[config.mk]
export PLATFORM = sky130hd
export DESIGN_NAME = register_file_mp
export DESIGN_NICKNAME = d
export VERILOG_FILES = /design/src/rtl/rf_pkg.sv /design/src/rtl/rf_scoreboard.sv /design/src/rtl/register_file_mp.sv
export SDC_FILE = /design/constraint.sdc
export NUM_CORES = 2
export LEC_CHECK = 0
export BUFFER_PORTS_ARGS = -buffer_cell sky130_fd_sc_hd__buf_2
export CORE_MARGIN = 5
export CORE_UTILIZATION = 68
export DETAILED_ROUTE_END_ITERATION = 10
export PLACE_DENSITY = 0.84
export SYNTH_ARGS = -nofsm -noshare
export SYNTH_HDL_FRONTEND = slang
export SYNTH_HIERARCHICAL = 1
export SYNTH_SLANG_ARGS = --single-unit
[constraint.sdc]
create_clock -name clk -period 5.1 [get_ports clk]
set_input_delay 1.02 -clock clk [delete_from_list [all_inputs] [get_ports clk]]
set_output_delay 1.02 -clock clk [all_outputs]
set_load 0.02 [all_outputs]
[src/rtl/rf_pkg.sv]
// Shared constants and helpers for the multi-port register file and its scoreboard.
package rf_pkg;

  localparam int XLEN_DEFAULT  = 32;
  localparam int NREGS_DEFAULT = 32;
  localparam int ZERO_REG      = 0;

  // Address width for a power-of-two register count; never less than one bit.
  function automatic int addr_width(input int nregs);
    return (nregs <= 2) ? 1 : $clog2(nregs);
  endfunction

endpackage

[src/rtl/rf_scoreboard.sv]
// Per-register busy bits: set on issue, cleared on writeback, set wins on collision.
module rf_scoreboard
  import rf_pkg::*;
#(
  parameter int NREGS = NREGS_DEFAULT,
  localparam int AW   = addr_width(NREGS)
) (
  input  logic             clk,
  input  logic             reset,
  input  logic             set_en,
  input  logic [AW-1:0]    set_addr,
  input  logic             clr_en,
  input  logic [AW-1:0]    clr_addr,
  output logic [NREGS-1:0] busy_vec
);

  logic [NREGS-1:0] busy_reg;
  logic [NREGS-1:0] busy_next;

  for (genvar gi = 0; gi < NREGS; gi++) begin : g_bit
    if (gi == ZERO_REG) begin : g_zero
      assign busy_next[gi] = 1'b0;
    end else begin : g_reg
      logic set_hit;
      logic clr_hit;
      assign set_hit = set_en && (set_addr == AW'(gi));
      assign clr_hit = clr_en && (clr_addr == AW'(gi));
      // A new producer issuing in the writeback cycle keeps the register busy.
      assign busy_next[gi] = set_hit | (busy_reg[gi] & ~clr_hit);
    end
  end

  always_ff @(posedge clk) begin
    if (reset) begin
      busy_reg <= '0;
    end else begin
      busy_reg <= busy_next;
    end
  end

  assign busy_vec = busy_reg;

endmodule

[src/rtl/register_file_mp.sv]
// Multi-read-port register file with optional write-through bypass and busy scoreboard.
module register_file_mp
  import rf_pkg::*;
#(
  parameter int XLEN   = XLEN_DEFAULT,
  parameter int NREGS  = NREGS_DEFAULT,
  parameter int NREAD  = 2,
  parameter int BYPASS = 1,
  localparam int AW    = addr_width(NREGS)
) (
  input  logic                  clk,
  input  logic                  reset,
  input  logic [NREAD*AW-1:0]   rs_addr,
  output logic [NREAD*XLEN-1:0] rs_data,
  output logic [NREAD-1:0]      rs_busy,
  input  logic [AW-1:0]         rd_addr,
  input  logic [XLEN-1:0]       write_data,
  input  logic                  reg_write,
  input  logic                  issue_valid,
  input  logic [AW-1:0]         issue_rd,
  output logic [NREGS-1:0]      busy_vec
);

  logic [XLEN-1:0] mem_reg [NREGS];
  logic            wr_en;
  logic            issue_en;

  assign wr_en    = reg_write && (rd_addr != AW'(ZERO_REG));
  assign issue_en = issue_valid && (issue_rd != AW'(ZERO_REG));

  always_ff @(posedge clk) begin
    if (reset) begin
      for (int i = 0; i < NREGS; i++) begin
        mem_reg[i] <= '0;
      end
    end else if (wr_en) begin
      mem_reg[rd_addr] <= write_data;
    end
  end

  rf_scoreboard #(
    .NREGS(NREGS)
  ) u_scoreboard (
    .clk     (clk),
    .reset   (reset),
    .set_en  (issue_en),
    .set_addr(issue_rd),
    .clr_en  (wr_en),
    .clr_addr(rd_addr),
    .busy_vec(busy_vec)
  );

  for (genvar gi = 0; gi < NREAD; gi++) begin : g_port
    logic [AW-1:0]   addr;
    logic            is_zero;
    logic            fwd_hit;
    logic [XLEN-1:0] data;

    assign addr    = rs_addr[gi*AW +: AW];
    assign is_zero = (addr == AW'(ZERO_REG));
    // A value being written back this cycle is forwarded and therefore no longer busy.
    assign fwd_hit = (BYPASS != 0) && wr_en && (rd_addr == addr);

    always_comb begin
      data = mem_reg[addr];
      if (is_zero) begin
        data = '0;
      end else if (fwd_hit) begin
        data = write_data;
      end
    end

    assign rs_data[gi*XLEN +: XLEN] = data;
    assign rs_busy[gi]              = busy_vec[addr] && !is_zero && !fwd_hit;
  end

endmodule

==> metrics <==
status finished with violations; failing checks DRC; number of synthesized flops with an enable pin 1024; post-synthesis cell area 56800 um^2; leak pwr 22.0 nW; global placer's final weighted congestion 0.995; delay of the slowest cell on the worst path 0.99 ns; final hold slack 0.621 ns; slew at the pin with the worst max-slew slack 1.33 ns; number of max-cap violations 0; nature of the critical path endpoint output pin; Syn Inst Count 3885; Initial Util 68.2%; antenna violations before repair 6; final net count 3974; max FFs per register 1024; # rows 106; crit path cell chain buf_2 > buf_4 > nor2_4 > a21oi_4 > a32o_1 > buf_2; Fin Setup TNS 0 ns; Num CTS Buffers 108; Die X 299 um; Worst VDD drop 0.370 mV; most frequent CP cell buf_2; Detailed Route WL 182 mm; core footprint 83200 um^2; number of H-tree levels 3; Highest Clock Rate 206 MHz; die footprint 89300 um^2; kind of critical path input pin to output pin; Pwr Density 339 nW/um^2; post-synthesis register bit count 1055; Vias/cell 7.57; DP HPWL 110 mm; unrepaired setup endpoints after global routing false; Worst-path clk slew 0.06 ns; Final Core Density 75.3%; Worst Path Max Fanout 35; clk_lat worst skew 0.66 ns; Hold Path Stages 3; CTS tree built; top_reg_cell synth edfxtp_1; CTS Buffer Depth 3; Ports 154; area delta synth->final 10.4%; Antenna Nets Post-Route 0; final setup violation count 0; Syn Area/Cell 14.6 um^2; Fin. Hold Viols 0; fin area 62600 um^2; Worst EP required 4.08 ns; drt drc 2; worst hold path class register to register; CTS resizes 0; die height 299 um; GRT Resource Usage Total 40.6%; vias after detailed routing 38600; R2R cell count 3; Cell variety after synth 53; Slew headroom 11.6%; Initial DRC Count 6619; fillers 4813; Max stage delay cell, worst path a21oi_4; Post-synth ARST share 0%; commonest non-fill, non-tap cell in the layout edfxtp_1; sequential fraction of the synthesis area 55.3%; global-route wire length before repair 263 mm; Syn. warnings 6; Port Buffers 152; hold buffer count at CTS 0; drt first pass iters 9; vias in the first global route 38900; type of origin of the critical path input pin; GRT overflow 0; WP data arrival 3.84 ns; largest net degree at the start of global routing 76; min Tclk post-route 4.86 ns; Final Max Tran Viols 0; CTS Root Buffer Type clkbuf_16; crit share post-route 95.3%; CTS sink count 1055; dpl cell area 59000 um^2; most frequent cells in the layout edfxtp_1, and2_1, mux4_2; Avg WL per Cell 35.8 um; Final Skew 0 ns; fraction of layout cells with a size suffix above 1 26.0%; Post CTS Setup Buffer Count 0
[final timing paths]
kind	start	to	slack (ns)
hold reg to reg	u_scoreboard/busy_vec[26]$_SDFF_PP0_	u_scoreboard/busy_vec[26]$_SDFF_PP0_	0.62
setup / recovery	rs_addr[3]	rs_data[29]	0.24
setup reg to reg	u_scoreboard/busy_vec[17]$_SDFF_PP0_	u_scoreboard/busy_vec[17]$_SDFF_PP0_	4.27
hold / removal	u_scoreboard/busy_vec[26]$_SDFF_PP0_	u_scoreboard/busy_vec[26]$_SDFF_PP0_	0.62
[Yosys cell counts (all sizes together) (32+ instances only)]
cell,n,area share [%]
nor2,32,0.21
edfxtp,1024,54
a211oi,95,1.3
a22oi,94,1.2
mux4,466,18
mux2i,163,2.9
o21ai,62,0.55
or2,32,0.35
mux2,36,0.71
buf,116,1.2
o22ai,34,0.37
nand2,101,0.67
a32o,32,0.56
and2,994,11
clkbuf,300,2.0
nor2b,68,0.75
a21oi,64,0.57
[area by class of cell]
class | count | area, um^2 | area share, %
sequential | 1055 | 31400 | 50.1
multi-input combinational | 2442 | 23900 | 38.1
clock buffer | 133 | 2880 | 4.60
timing repair buffer | 308 | 2360 | 3.77
tap | 1080 | 1350 | 2.16
clock inverter | 73 | 779 | 1.24
inverter | 3 | 11.3 | 0.0180
antenna | 2 | 5.00 | 0.00799
[through the flow]
stage                     worst slack, ns  total power [W]  instances
after detailed placement            0.437           0.0130       4888
after CTS                           0.452           0.0211       5094
after global routing                0.307           0.0217       5094
after floorplan                      1.27           0.0120       3916
after global placement              0.491           0.0129       4888
final                               0.240           0.0212       5096
[power breakdown]
group | switching [W] | internal, W | leakage, nW
Sequential | 0.000254 | 0.00998 | 10.0
Clock | 0.00345 | 0.00482 | 1.77
Combinational | 0.00167 | 0.00108 | 10.3
Total | 0.00537 | 0.0159 | 22.0
[worst max-delay path, delay by kind of cell]
kind,cells,cell delay [ns]
compound gates,2,1.51
simple gates,1,0.31
buf+inv,3,0.92
[metal layers]
metal	share of wire, %	vias to the layer above	wire length, um	global-route usage [%]
li1	-	15000	-	-
met1	31	18900	57300	52.8
met2	45	3787	81200	61.3
met3	16	872	29800	13.1
met4	7.7	2	14000	23.0
met5	0.0066	-	12	0
[kinds of logic after synthesis]
| logic type | after synthesis | synth area share (%) |
|---|---|---|
| multiplexers | 665 | 22.1 |
| XOR/XNOR | 10 | 0.154 |
| AO/OA/AOI/OAI | 452 | 5.67 |
| buffers and inverters | 419 | 3.21 |
| flip-flops | 1055 | 55.3 |
| other | 2 | 0.0132 |
| AND/OR/NAND/NOR | 1282 | 13.6 |
(Power assumes the default switching activity.)
